===== src/rtl/shift_seq_32.sv =====
// rtl/shift_seq_32.sv - iterative one-bit-per-clock 32-bit shift/rotate unit
//
// Performs shr, shra, shl, ror and rol one bit position per clock under a
// start/busy/done handshake. Opcodes 101-111 and amount 0 complete at once
// with z = a.
//
// Ports:
//   clock   in   rising-edge clock
//   clear   in   asynchronous active-low reset
//   start   in   request, accepted in IDLE or DONE
//   op      in   3-bit operation select
//   a       in   operand, sampled with start
//   amount  in   shift amount 0..31, sampled with start
//   busy    out  high while iterating (registered)
//   done    out  one-cycle completion pulse (registered)
//   z       out  result register, updated only on entry to DONE

module shift_seq_32 #(
    parameter int WIDTH = 32,
    parameter int AMT_W = 5
) (
    input  logic             clock,
    input  logic             clear,
    input  logic             start,
    input  logic [2:0]       op,
    input  logic [WIDTH-1:0] a,
    input  logic [AMT_W-1:0] amount,
    output logic             busy,
    output logic             done,
    output logic [WIDTH-1:0] z
);

    typedef enum logic [1:0] {
        S_IDLE = 2'd0,
        S_RUN  = 2'd1,
        S_DONE = 2'd2
    } state_t;

    localparam logic [2:0] OP_SHR  = 3'd0;
    localparam logic [2:0] OP_SHRA = 3'd1;
    localparam logic [2:0] OP_SHL  = 3'd2;
    localparam logic [2:0] OP_ROR  = 3'd3;
    localparam logic [2:0] OP_ROL  = 3'd4;

    state_t           state_q, state_d;
    logic [WIDTH-1:0] acc_q, acc_d;
    logic [AMT_W-1:0] cnt_q, cnt_d;
    logic [2:0]       op_q, op_d;
    logic [WIDTH-1:0] z_q, z_d;
    logic             busy_q, busy_d;
    logic             done_q, done_d;

    logic             accept;
    logic [WIDTH-1:0] step_val;

    function automatic logic [WIDTH-1:0] step(input logic [WIDTH-1:0] v,
                                              input logic [2:0] o);
        logic [WIDTH-1:0] r;
        case (o)
            OP_SHR:  r = {1'b0, v[WIDTH-1:1]};
            OP_SHRA: r = {v[WIDTH-1], v[WIDTH-1:1]};
            OP_SHL:  r = {v[WIDTH-2:0], 1'b0};
            OP_ROR:  r = {v[0], v[WIDTH-1:1]};
            OP_ROL:  r = {v[WIDTH-2:0], v[WIDTH-1]};
            default: r = v;
        endcase
        return r;
    endfunction

    // start is only honoured when not iterating; in DONE this gives back-to-back issue
    assign accept   = start && (state_q != S_RUN);
    assign step_val = step(acc_q, op_q);

    always_comb begin
        state_d = state_q;
        acc_d   = acc_q;
        cnt_d   = cnt_q;
        op_d    = op_q;
        z_d     = z_q;

        if (accept) begin
            acc_d = a;
            cnt_d = amount;
            op_d  = op;
            if ((amount != '0) && (op <= OP_ROL)) begin
                state_d = S_RUN;
            end else begin
                // nothing to iterate: complete immediately with the operand
                state_d = S_DONE;
                z_d     = a;
            end
        end else begin
            case (state_q)
                S_RUN: begin
                    acc_d = step_val;
                    cnt_d = cnt_q - AMT_W'(1);
                    if (cnt_q == AMT_W'(1)) begin
                        state_d = S_DONE;
                        z_d     = step_val;
                    end
                end
                S_DONE:  state_d = S_IDLE;
                default: state_d = S_IDLE;
            endcase
        end

        // outputs are registered copies of the next-state decode
        busy_d = (state_d == S_RUN);
        done_d = (state_d == S_DONE);
    end

    always_ff @(posedge clock or negedge clear) begin
        if (!clear) begin
            state_q <= S_IDLE;
            acc_q   <= '0;
            cnt_q   <= '0;
            op_q    <= '0;
            z_q     <= '0;
            busy_q  <= 1'b0;
            done_q  <= 1'b0;
        end else begin
            state_q <= state_d;
            acc_q   <= acc_d;
            cnt_q   <= cnt_d;
            op_q    <= op_d;
            z_q     <= z_d;
            busy_q  <= busy_d;
            done_q  <= done_d;
        end
    end

    assign busy = busy_q;
    assign done = done_q;
    assign z    = z_q;

endmodule

===== config.mk =====
export PLATFORM = sky130hd
export DESIGN_NAME = shift_seq_32
export DESIGN_NICKNAME = d
export VERILOG_FILES = /design/src/rtl/shift_seq_32.sv
export SDC_FILE = /design/constraint.sdc
export NUM_CORES = 1
export LEC_CHECK = 0
export ABC_AREA = 1
export CAP_MARGIN = 20
export CORE_UTILIZATION = 53
export DETAILED_ROUTE_END_ITERATION = 7
export GPL_TIMING_DRIVEN = 1
export PLACE_DENSITY = 0.8
export SLEW_MARGIN = 10
export SYNTH_ARGS = -nofsm -noshare
export SYNTH_HDL_FRONTEND = slang
export SYNTH_SLANG_ARGS = --single-unit

===== constraint.sdc =====
create_clock -name clock -period 1.8 [get_ports clock]
set_clock_uncertainty 0.05 [all_clocks]
set_input_delay 0.54 -clock clock [delete_from_list [all_inputs] [get_ports clock]]
set_output_delay 0.54 -clock clock [all_outputs]
set_load 0.02 [all_outputs]

# After elaboration in Yosys (flattened, before gate mapping)
# Index checks and enable logic that the tools add are counted.
[word_totals] ff_bits=76 latch_bits=0 ram_bits=0 rom_bits=0 in_bits=43 out_inout_bits=34 wordCells=39 memories=0
[classes] n_addsub=1 n_mul=0 div=0 n_lt_le_gt_ge=1 eq_ne=10 n_shift=0 mux=13 bitwise_logic=0 reduce_logical=7
[ops] cell="2-to-1 mux 32 bit" n=6
[ops] cell="case mux 32 bit (5 select lines)" n=1
[ops] cell="2-to-1 mux 5 bit" n=2
[ops] cell="2-to-1 mux 2 bit" n=4
[ops] cell="equality test 3 x 2 -> 1 bit, second input constant" n=2
[ops] cell="equality test 5 x 1 -> 1 bit, second input constant" n=1
[ops] cell="nonzero test 5 bit" n=1
[ops] cell="subtractor 5 x 1 -> 5 bit, second input constant" n=1
[ops] cell="equality test 2 x 1 -> 1 bit, second input constant" n=2
[ops] cell="nonzero test 2 bit" n=2
[ops] cell="equality test 3 x 1 -> 1 bit, second input constant" n=1
[ops] cell="equality test 3 bit, second input constant" n=1
[ops] cell="<= comparator 3 bit, second input constant" n=1
[ops] cell="zero test 3 bit" n=1
[ops] cell="AND reduction 3 bit" n=1
[ops] cell="equality test 2 bit, second input constant" n=1
[ops] cell="logical AND 1 bit" n=2
[ops] cell="!= test 2 x 1 -> 1 bit, second input constant" n=1
[ops] cell="!= test 2 bit, second input constant" n=1

# Longest topological paths before layout
[depth] depth_word=5 mapped_depth=10

# Worst setup path before layout
# Ideal clock, no wire load.
[synth_path] path_kind="input to register" from="in op[0]" to="reg z_q[0] (netlist: z[0])" setup_time_ps=117 t_arrival_ps=1233 t_required_ps=1633 path_slack_ps=400 stages=7 path_buffers=1 path_cell_list="o21ai_0 nand2_1 nand2_2 nand2_2 buf_4 nand2_1 nand2_1"
[synth_via] elab_chain_len=4
[synth_rtl] item="start, declared" line_no="25" text="input logic [2:0] op,"
[synth_rtl] item="<= comparator 3 bit" line_no="85" text="if ((amount != '0) && (op <= OP_ROL)) begin"
[synth_rtl] item="logical AND 1 bit" line_no="85"
[synth_rtl] item="!= test 2 bit (no source line)"
[synth_rtl] item="AND reduction 3 bit (no source line)"
[synth_rtl] item="end signal, assigned" line_no="126" text="z_q <= z_d;"
[synth_rtl] item="end, declared" line_no="49" text="logic [WIDTH-1:0] z_q, z_d;"
# No other way between the ends.
# A chain may end at the register's enable or synchronous reset.

# Worst setup path in the final report
[layout_path] from="in op[0]" to="reg z_q[27] (netlist: z[27])"
# The elaborated chain is that of the path after synthesis.

==> summary.txt <==
Status = complete, no violations
Mapped Area = 4320 µm²
Top post-synthesis cells by area = dfrtp_1 (44%), nand2_1 (30%), nand3_1 (7.9%)
Busiest grt layer = met2
Post-synth EDFFs = 0
GPL Wtd Cong = 0.851
Comb power frac = 0.569
Max-cap violations = 0
Residual DRC = 0
Via-to-Cell Ratio = 5.18
Detailed Route WL = 11,100 µm
Yosys top cell by area = dfrtp_1
Final nets = 784
Top post-synthesis cells by count = nand2_1 (341), dfrtp_1 (76), nand3_1 (68)
Largest net degree at the start of global routing = 35
Initial core utilization = 0.553
Syn avg cell area = 6.57 µm²
Core area = 7810 µm²
Worst min path class = in -> async
GR Layer Usage met2 = 0.514
Cts hold-fix bufs = 0
Synth-to-Final Area Change = 27.7%
RSZ-0062 raised after global routing = false
N_diodes = 0
Die Span X = 92.3 µm
Arrival time at the worst endpoint = 1.96 ns
Reg2Reg Launch Point = op_q[2]
Crit start category = primary input
Reg2Reg Depth = 8
CTS tree = yes
R2R Setup Slk = 0.21 ns
# port buffers = 76
Setup TNS = 0 ns
Post-CTS setup repair buffer count = 0
Worst Path Max Fanout = 18
Post-DRT Antenna Nets = 0
Met1 GRT Util = 0.367
Clock sink count = 76
Min Clock Period, post-route = 1.72 ns
Switching share of power = 0.472
PostCTS Resize Cnt = 34
Total grt overflow = 0
Dpl ws = -0.237 ns
Final Instance Area = 5520 µm²
Grt met3 use = 0.0373
Dpl cell area = 5330 µm²
Via count = 4,380
Global-route wire length before repair = 19,700 µm
Synth Instances = 657
1st-pass router iterations = 5
Post-DP HPWL = 7670 µm
Fin crit share = 0.957
Final Hold Vio Count = 0
CTS root buf = clkbuf_8
Slew of the pin with the lowest slew margin = 0.421 ns
Avg WL per Cell = 13.2 µm
Async SR Flop Fraction = 1.00
Kind of critical path = in -> reg
Clk network pwr share = 0.140
Sw power = 4.95 mW
Layout cells sized above 1 = 0.0794
Clock Latency Late Sink = 0.35 ns
Synthesized flop and latch total = 76
Hold slack = 0.0701 ns
Clk buf depth = 2
Final worst slack = 0.0770 ns
Leak = 3.16 nW
Die Area = 8510 µm²
P per Cell Area = 1900 nW/µm²
Seq/Total Area, Yosys = 0.440
Setup crit start = op[0]
Final Max Tran Viols = 0
Worst setup endpoint = z[27]
Synth Flop Type = dfrtp_1
Syn_nets = 702
Depth of the CTS H-tree = 3
Setup violators final = 0
Max Fclk = 0.580 GHz
Global Route Usage Sum = 0.292
Number of global-route vias before repair = 4,406
Crit. End Element = flip-flop
Sequential share of power = 0.292
Top cell type's share of synthesized area = 0.440
FF-to-FF End = acc_q[25]
I/O pin total = 77
Clock buffer count from CTS = 9
1st-iter DRT viols = 259
Distinct cells, synth = 22
Row Count = 32
WP data required = 2.03 ns
Final Power = 10.5 mW
Count leader, synth = nand2_1
Clock Pin Slew Worst Setup and Hold Paths = 0.08 ns
Slew margin rel. = 0.719
Int Power = 5.55 mW
Worst-case vdd ir drop = 0.807 mV
Initial antenna violation count = 0
Die Height = 92.3 µm
Yosys warnings = 0
placed cells by master, fill, tap and decap left out:
| cell type | Yosys | final |
|---|---|---|
| a21oi_1 | 2 | 2 |
| and2_4 | 1 | 1 |
| buf_12 | 0 | 8 |
| buf_4 | 3 | 22 |
| bufinv_16 | 0 | 2 |
| clkbuf_8 | 0 | 11 |
| clkdlybuf4s50_1 | 0 | 41 |
| clkinv_2 | 0 | 1 |
| clkinvlp_4 | 0 | 1 |
| dfrtp_1 | 76 | 76 |
| dlygate4sd2_1 | 0 | 34 |
| ha_1 | 2 | 2 |
| inv_1 | 39 | 39 |
| inv_2 | 6 | 6 |
| nand2_1 | 341 | 341 |
| nand2_2 | 4 | 4 |
| nand2_4 | 1 | 1 |
| nand3_1 | 68 | 68 |
| nor2_1 | 66 | 66 |
| nor2_2 | 2 | 2 |
| o211ai_1 | 1 | 1 |
| o21ai_0 | 7 | 7 |
| o221ai_1 | 2 | 2 |
| o22ai_1 | 2 | 2 |
| xnor2_1 | 2 | 2 |
| xor2_1 | 1 | 1 |
layout make-up:
type / count / area [µm²]
multi-input combinational: 502 / 2060
timing repair buffer: 105 / 1030
sequential: 76 / 1900
tap: 102 / 128
clock inverter: 4 / 72.6
inverter: 45 / 169
clock buffer: 11 / 151
fill: 682 / 2290
sequential cells by signal, summed over array words and instances (netlist names):
register and flops:
cnt_q 5, op_q 3, busy 1, state_q 2
z 32, acc_q 32, done 1
stage by stage:
stage | util | instances
after floorplan | - | 657
final | 0.706 | 845
after CTS | 0.706 | 845
after global routing | 0.706 | 845
after global placement | 0.683 | 830
after detailed placement | 0.683 | 830
per-layer routing:
metal  up-vias  part of all wire
met5         -                 0
met4         0             0.012
met3        16             0.062
met2       178              0.49
met1      2023              0.43
li1       2163                 -
worst min path at each step:
stage,startpoint,to,cells past startpoint
detailed placement,acc_q[2],acc_q[2],2
global route,clear,z[10],1
CTS,clear,z[12],1
floorplan,clear,acc_q[0],0
global placement,acc_q[16],acc_q[16],2
finish,clear,z[12],1
power by group through the flow:
stage	clock network, mW	logic (mW)	registers [mW]
after floorplan	0	3.90	3.39
after global placement	0	5.99	3.07
after CTS	1.49	5.97	3.06
final	1.47	5.97	3.07
after detailed placement	0	6.15	3.10
after global routing	1.56	6.83	3.18
cell families after synthesis:
logic type | after synthesis | share of synthesized area
xor+xnor | 3 | 0.00609
simple gates | 483 | 0.446
buf+inv | 79 | 0.0826
fa+ha+maj | 2 | 0.00579
compound gates | 14 | 0.0191
flops | 76 | 0.440
critical path, cell delays in order:
cell	delay, ns
clkdlybuf4s50_1	0.45
o21ai_0	0.30
nand2_1	0.13
nand2_2	0.10
buf_4	0.23
nand3_1	0.11
nand2_1	0.08
Power figures use the tool's default switching activity.
